===== src/rtl/mem_arb_pkg.sv =====
// Shared types and helpers for the main-memory port arbiter.
package mem_arb_pkg;

  typedef enum logic [1:0] {
    IDLE    = 2'd0,
    I_XFER  = 2'd1,
    D_XFER  = 2'd2,
    RELEASE = 2'd3
  } arb_state_t;

  typedef enum logic {
    REQ_I = 1'b0,
    REQ_D = 1'b1
  } requester_t;

  // Width of the beat index inside a block; never narrower than one bit.
  function automatic int beat_idx_w(input int words);
    return (words > 1) ? $clog2(words) : 1;
  endfunction

endpackage


===== src/rtl/mem_arb_watchdog.sv =====
// Stall watchdog: counts transfer cycles without mem_ready and flags the
// cycle in which the count reaches TIMEOUT.
module mem_arb_watchdog #(
  parameter int TIMEOUT = 64
) (
  input  logic clk,
  input  logic rst,
  input  logic active,
  input  logic ready,
  output logic timeout
);

  localparam int CW = $clog2(TIMEOUT + 1);

  logic [CW-1:0] cnt;

  assign timeout = active && !ready && (cnt == CW'(TIMEOUT - 1));

  always_ff @(posedge clk or posedge rst) begin
    if (rst) begin
      cnt <= '0;
    end else if (!active || ready || timeout) begin
      cnt <= '0;
    end else begin
      cnt <= cnt + CW'(1);
    end
  end

endmodule


===== src/rtl/mem_port_arbiter.sv =====
// Main-memory port arbiter: round-robin between I-cache refills and D-cache
// refills/write-throughs, with burst sequencing and a stall watchdog.
module mem_port_arbiter
  import mem_arb_pkg::*;
#(
  parameter int ADDR_W      = 32,
  parameter int BLOCK_WORDS = 4,
  parameter int TIMEOUT     = 64,
  localparam int IW         = beat_idx_w(BLOCK_WORDS)
) (
  input  logic              CLK,
  input  logic              rst,
  input  logic              i_req,
  input  logic [ADDR_W-1:0] i_addr,
  output logic              i_gnt,
  output logic              i_rvalid,
  output logic [31:0]       i_rdata,
  output logic [IW-1:0]     i_word_idx,
  output logic              i_done,
  input  logic              d_req,
  input  logic              d_we,
  input  logic [ADDR_W-1:0] d_addr,
  input  logic [31:0]       d_wdata,
  output logic              d_gnt,
  output logic              d_rvalid,
  output logic [31:0]       d_rdata,
  output logic [IW-1:0]     d_word_idx,
  output logic              d_done,
  output logic              mem_req,
  output logic              mem_we,
  output logic [ADDR_W-1:0] mem_addr,
  output logic [31:0]       mem_wdata,
  input  logic [31:0]       mem_rdata,
  input  logic              mem_ready,
  output logic              err
);

  arb_state_t        state;
  requester_t        last_grant;
  logic [IW-1:0]     beat_cnt;
  logic [ADDR_W-1:2] word_addr;
  logic              we;
  logic [31:0]       wdata;
  logic              i_gnt_q;
  logic              d_gnt_q;
  logic              err_q;

  logic in_i, in_d, xfer, beat, last_beat, timeout, finish, pick_i;
  logic unused_addr_bits;

  assign unused_addr_bits = ^{i_addr[1:0], d_addr[1:0]};

  assign in_i      = (state == I_XFER);
  assign in_d      = (state == D_XFER);
  assign xfer      = in_i || in_d;
  assign beat      = xfer && mem_ready;
  assign last_beat = beat && (we || (beat_cnt == IW'(BLOCK_WORDS - 1)));
  assign finish    = last_beat || timeout;
  // On a conflict the side that did not win last time gets the port.
  assign pick_i    = i_req && (!d_req || (last_grant == REQ_D));

  mem_arb_watchdog #(.TIMEOUT(TIMEOUT)) u_watchdog (
    .clk     (CLK),
    .rst     (rst),
    .active  (xfer),
    .ready   (mem_ready),
    .timeout (timeout)
  );

  always_ff @(posedge CLK or posedge rst) begin
    if (rst) begin
      state      <= IDLE;
      last_grant <= REQ_D;
      beat_cnt   <= '0;
      word_addr  <= '0;
      we         <= 1'b0;
      wdata      <= 32'd0;
      i_gnt_q    <= 1'b0;
      d_gnt_q    <= 1'b0;
      err_q      <= 1'b0;
    end else begin
      case (state)
        IDLE: begin
          beat_cnt <= '0;
          if (pick_i) begin
            state      <= I_XFER;
            i_gnt_q    <= 1'b1;
            last_grant <= REQ_I;
            word_addr  <= i_addr[ADDR_W-1:2];
            we         <= 1'b0;
            wdata      <= 32'd0;
          end else if (d_req) begin
            state      <= D_XFER;
            d_gnt_q    <= 1'b1;
            last_grant <= REQ_D;
            word_addr  <= d_addr[ADDR_W-1:2];
            we         <= d_we;
            wdata      <= d_wdata;
          end
        end
        I_XFER, D_XFER: begin
          if (beat && !we) begin
            beat_cnt <= beat_cnt + IW'(1);
          end
          if (timeout) begin
            err_q <= 1'b1;
          end
          if (finish) begin
            state   <= RELEASE;
            i_gnt_q <= 1'b0;
            d_gnt_q <= 1'b0;
          end
        end
        RELEASE: state <= IDLE;
        default: begin
          state   <= IDLE;
          i_gnt_q <= 1'b0;
          d_gnt_q <= 1'b0;
        end
      endcase
    end
  end

  assign i_gnt = i_gnt_q;
  assign d_gnt = d_gnt_q;
  assign err   = err_q;

  // Refill bursts always walk the block from word 0; stores use their own word.
  assign mem_req   = xfer;
  assign mem_we    = in_d && we;
  assign mem_addr  = !xfer ? '0 :
                     we    ? {word_addr, 2'b00} :
                             {word_addr[ADDR_W-1:IW+2], beat_cnt, 2'b00};
  assign mem_wdata = (in_d && we) ? wdata : 32'd0;

  assign i_rvalid   = in_i && mem_ready;
  assign d_rvalid   = in_d && mem_ready && !we;
  assign i_rdata    = i_rvalid ? mem_rdata : 32'd0;
  assign d_rdata    = d_rvalid ? mem_rdata : 32'd0;
  assign i_word_idx = i_rvalid ? beat_cnt : '0;
  assign d_word_idx = d_rvalid ? beat_cnt : '0;
  assign i_done     = in_i && finish;
  assign d_done     = in_d && finish;

endmodule


===== config.mk =====
export PLATFORM = sky130hd
export DESIGN_NAME = mem_port_arbiter
export DESIGN_NICKNAME = d
export VERILOG_FILES = /design/src/rtl/mem_arb_pkg.sv /design/src/rtl/mem_arb_watchdog.sv /design/src/rtl/mem_port_arbiter.sv
export SDC_FILE = /design/constraint.sdc
export NUM_CORES = 1
export LEC_CHECK = 0
export BUFFER_PORTS_ARGS = -buffer_cell sky130_fd_sc_hd__buf_2
export CORE_AREA = 2 2 105 147
export DETAILED_ROUTE_END_ITERATION = 6
export DIE_AREA = 0 0 107 149
export GPL_ROUTABILITY_DRIVEN = 1
export GPL_TIMING_DRIVEN = 1
export PLACE_DENSITY = 0.64
export SETUP_SLACK_MARGIN = 0.5
export SLEW_MARGIN = 20
export SYNTH_ARGS = -nofsm -noshare
export SYNTH_HDL_FRONTEND = slang
export SYNTH_SLANG_ARGS = --single-unit

===== constraint.sdc =====
create_clock -name CLK -period 2.57 [get_ports CLK]
set_input_delay 0.3855 -clock CLK [delete_from_list [all_inputs] [get_ports CLK]]
set_output_delay 0.3855 -clock CLK [all_outputs]
set_load 0.01 [all_outputs]

**Word level (Yosys, flattened, before mapping)**

Index checks and enable logic that the tools add are counted.

- Register bits after elaboration: 78
- Bits of input ports: 134
- Word-level logic and storage cells: 82

- $add $sub $neg: 2
- Eq/ne operators: 11
- Muxes and demuxes: 27
- Reduce and logical (&&, ||, !) cells: 32

Operators by type and width:

| cell | number |
|---|---|
| 32-bit two-way mux | 6 |
| 30-bit two-way mux | 2 |
| 1-bit logical AND | 12 |
| 2-bit two-way mux | 6 |
| 2-bit inequality test (second input constant) | 5 |
| 2-bit AND reduction | 4 |
| 7-bit by 1-bit adder with 7-bit output (second input constant) | 1 |
| 7-bit by 6-bit == test with 1-bit output (second input constant) | 1 |
| 1-bit two-way mux | 7 |
| 7-bit two-way mux | 1 |
| 2-bit == test (second input constant) | 3 |
| 1-bit logical OR | 6 |
| 2-bit one-hot mux with 3 select lines | 1 |
| 1-bit zero test | 4 |
| 4-bit two-way mux | 1 |
| 1-bit one-hot mux with 2 select lines | 2 |
| 2-bit one-hot mux with 2 select lines | 1 |
| 4-bit AND reduction | 1 |
| 2-bit nonzero test | 2 |
| 3-bit inequality test (second input constant) | 1 |
| 3-bit AND reduction | 1 |
| 2-bit by 1-bit adder with 2-bit output (second input constant) | 1 |
| 2-bit by 1-bit == test with 1-bit output (second input constant) | 1 |
| 2-bit zero test | 1 |
| 2-bit OR reduction | 1 |

**Depth between registers and ports, before layout**

- Word-level depth: 7
- Mapped depth: 7

**Modules after synthesis**

Synthesis repeated with hierarchy kept, for this count alone.

- Cells, all modules: 447
- Area, all modules: 4331.7 um^2

Modules (own cells, without submodules):

| module | instances | cells an instance | area each (um^2) |
|---|---|---|---|
| mem_port_arbiter | 1 | 416 | 4007.6 |
| mem_arb_watchdog | 1 | 31 | 324.1 |

**Worst setup path after synthesis**

OpenSTA, ideal clock, no wires.

- Path kind: register -> output
- Start point: register state[1]
- End point: output port d_done
- Arrival time: 1.499 ns
- Data required time: 2.184 ns
- Path slack: 0.686 ns
- Cell stages (with the launch flop): 6
- Buffers on the path: 2
- Cells stage by stage: dfrtp_1 > inv_1 > ha_1 > clkbuf_1 > clkbuf_1 > and3_1

- Cells in the longest elaborated chain, start to end: 6

RTL lines:

| what | RTL line | RTL |
|---|---|---|
| start, declared | mem_port_arbiter.sv:38 | `arb_state_t state;` |
| start signal, assigned | mem_port_arbiter.sv:72 | `state <= IDLE;` |
| start signal, assigned | mem_port_arbiter.sv:86 | `state <= I_XFER;` |
| start signal, assigned | mem_port_arbiter.sv:93 | `state <= D_XFER;` |
| 2-bit by 1-bit == test with 1-bit output / 2-bit == test (equally long branches) | mem_port_arbiter.sv:53, mem_port_arbiter.sv:54 |  |
| 1-bit logical OR * | mem_port_arbiter.sv:55 | `assign xfer = in_i \|\| in_d;` |
| net mem_req | mem_port_arbiter.sv:29 | `output logic mem_req,` |
| 1-bit logical AND (on tied branches) | mem_port_arbiter.sv:56, mem_arb_watchdog.sv:17 |  |
| 1-bit logical AND (on tied branches) | mem_port_arbiter.sv:57, mem_arb_watchdog.sv:17 |  |
| 1-bit logical OR * | mem_port_arbiter.sv:58 | `assign finish = last_beat \|\| timeout;` |
| 1-bit logical AND * | mem_port_arbiter.sv:143 | `assign d_done = in_d && finish;` |
| end, declared | mem_port_arbiter.sv:28 | `output logic d_done,` |

Mark *: on every way through the listed nets, which the timed path passes. The rest lies on a longest branch.

**Final worst setup path**

- Start point: register state[1]
- End point: output port d_rdata[30]

- Cells in the longest elaborated chain, start to end: 4

RTL lines:

| what | RTL line | RTL |
|---|---|---|
| 2-bit == test | mem_port_arbiter.sv:54 | `assign in_d = (state == D_XFER);` |
| 1-bit logical AND (2 in a row) | mem_port_arbiter.sv:137 | `assign d_rvalid = in_d && mem_ready && !we;` |
| 32-bit two-way mux | mem_port_arbiter.sv:139 | `assign d_rdata = d_rvalid ? mem_rdata : 32'd0;` |
| end, declared | mem_port_arbiter.sv:26 | `output logic [31:0] d_rdata,` |

Every way passes these cells.

==> reports/metrics.yaml <==
p_leak_nw: 3.621
timing.final.max_slew_violations: 0
syn_area_sq_um: 4451
worst_hold_path_type: "primary input to asynchronous set/reset pin"
start_kind: "register"
synth_sequential_area_ratio_pct: 43.89
async_reset_ff_share_pct: 100.0
worst-slew-pin-transition_ps: 957.0
drtIter0Drc: 213
grt_overflow_total: 0
final_period_minus_worst_setup_slack_ps: 2045
insertion_delay_ps: 330
final.setup_skew_ps: 5.990
cts_tree: "built"
dr_total_vias: 4739
cell_variety_after_synth: 48
cts.sinks: 78
end_kind: "primary output"
std_cell_rows: 53
die-area_sq_um: 15940
post_synth.cell_area_avg_sq_um: 9.083
grt_antenna_before_repair: 1
coreArea_sq_um: 14790
die_y_microns: 149
ys_warn_count: 0
io_pins: 275
netlist_top_cells_area: "dfrtp_1 (43%), and3_1 (9.6%), and2_1 (9.1%)"
ys_ff_latch: 78
cts_made_buffers: 9
drcViolationCount: 0
io_port_bufs: 268
dp_hpwl_microns: 10500
placed_cell_area_sq_um: 5956
areaGrowthSynthToFinish_pct: 47.60
synth_edf_count: 0
final_min_period_over_clock_period_pct: 79.58
worst_rel_slew_slack_pct: 36.13
antenna-diode-count: 0
reg2regPathDepth: 7
dieWidth_microns: 107
r2r-start: "state[0]$_DFFE_PP0P_"
synth_top_cells_by_count: "dfrtp_1 (77), and3_1 (68), and2_1 (65)"
startpoint: "state[1]$_DFFE_PP0P_"
rsz0062_at_grt: "yes"
yosysMostFrequentCell: "dfrtp_1"
outcome: "finished, final reports clean"
worst-endpoint-arrival_ps: 1660
via_per_inst: 5.010
route.antenna.remaining_nets: 0
yosysTopAreaCell: "dfrtp_1"
fin_setup_tns_ps: 0
vias_in_the_first_global_route: 4424
start_util_pct: 30.10
max-cap-violations: 0
crit_required_ps: 2180
drive_above_1_share_pct: 45.09
cts-root-buf: "clkbuf_16"
yosysTopAreaCellShare_pct: 43.29
cts.path.max_buffers: 2
fin_nets: 889
global_route.usage.total_pct: 18.06
path_max_fanout: 9
vdd.ir_drop.worst_uv: 480.2
grt_start_max_net_pins: 79
timing.fmax_ghz: 0.4889
power-per-cell-area_nw_per_um2: 1152
post_cts_clock_slew_at_the_launch_and_capture_registers_of_the_worst_setup_and_hold_paths_ps: 60
timing.reg2reg.setup_slack_ps: 830
final_hold_viol_count: 0
report.final.setup_viol: 0
final_design_area_no_fill_sq_um: 6569
ys_dominant_reg_cell: "dfrtp_1"
grt_first_pass_wirelength_microns: 22650
worstSetupPathType: "register to primary output"
htree_num_levels: 3
netlist_instances: 490
drt_pass1_iterations: 5
detail_route.wirelength_microns: 15120
wire_per_inst_microns: 15.98
routability_congestion_estimate_from_global_placement: 0.7758
-- kinds of logic after synthesis --
logic type / after synthesis / synth area share (%)
and+or+nand+nor: 219 / 28.17
AOI/OAI and AO/OA: 121 / 19.12
DFF: 78 / 43.89
buffers and inverters: 60 / 6.044
adders and majority gates: 5 / 1.406
xor gates and xnor gates: 3 / 0.5905
muxes: 3 / 0.7028
other: 1 / 0.08426
-- worst paths after layout --
kind,endpoint
max,d_rdata[30]
min,word_addr[18]$_DFFE_PP0P_
max reg2reg,state[0]$_DFFE_PP0P_
min reg2reg,err$_DFFE_PP0P_
max in group asynchronous,last_grant$_DFFE_PP1P_
min in group CLK,wdata[15]$_DFFE_PP0P_
-- cell usage in the layout (no fill, tap or decap), drive strengths merged, types with 4 or more instances in the layout --
| master | n |
|---|---|
| a21oi | 4 |
| and3 | 68 |
| a22o | 34 |
| inv | 7 |
| nor2 | 38 |
| a31oi | 32 |
| and2 | 65 |
| o21ai | 33 |
| ha | 5 |
| dfrtp | 77 |
| nand3 | 32 |
| buf | 299 |
| clkbuf | 13 |
-- state kept, by name (all words and copies together), names as in the netlist, 2 cells and up --
signal          count
u_watchdog.cnt      7
wdata              32
word_addr          30
state               2
beat_cnt            2
-- layout make-up --
type | instances | area, sq um
fill | 1521 | 8219
multi-input combinational | 353 | 2315
sequential | 78 | 1956
timing repair buffer | 301 | 1694
clock buffer | 11 | 252.7
tap | 192 | 240.2
clock inverter | 4 | 77.57
inverter | 7 | 33.78
-- report_power, final --
part	switching (W)	leakage [nW]	internal, W	total, W
Combinational	0.00214	2.51	0.00188	0.00403
Clock	0.000515	0.163	0.000906	0.00142
Sequential	0.000314	0.949	0.00181	0.00212
-- critical path, stage by stage, from the launching register on --
cell and delay [ps]:
dfrtp_2 440, ha_4 170, and3b_2 260, clkbuf_16 180
and2_1 140, buf_2 130
-- per-layer routing --
| metal | global-route usage [%] | wire (microns) |
|---|---|---|
| met5 | 0 | 11 |
| met4 | 7.338 | 415 |
| met3 | 3.539 | 1054 |
| met2 | 34.14 | 8260 |
| met1 | 19.37 | 5379 |
-- stage by stage --
| step | utilization [%] | hold WS [ps] | std cells | total power [W] | worst slack [ps] |
|---|---|---|---|---|---|
| global placement | 40.27 | 443.4 | 914 | 0.005800 | 490.1 |
| detailed placement | 40.27 | 442.9 | 914 | 0.005832 | 484.4 |
| CTS | 43.86 | 190.9 | 941 | 0.007568 | 449.1 |
| floorplan | - | 433.1 | 491 | 0.004438 | 685.8 |
| global route | 44.42 | 220.1 | 946 | 0.008131 | 460.8 |
| finish | 44.42 | 180.7 | 946 | 0.007570 | 524.7 |
-- repair_timing --
| action | 4_1_cts | 5_1_grt |
|---|---|---|
| hold buffers | 0 | 0 |
| buffers inserted | 11 | 4 |
| gates resized for setup | 22 | 14 |
| gates cloned | 1 | 1 |
| pin swaps | 4 | 4 |
| setup endpoints to repair | 98 | 128 |
No activity file was read; power rests on OpenSTA's default activity.
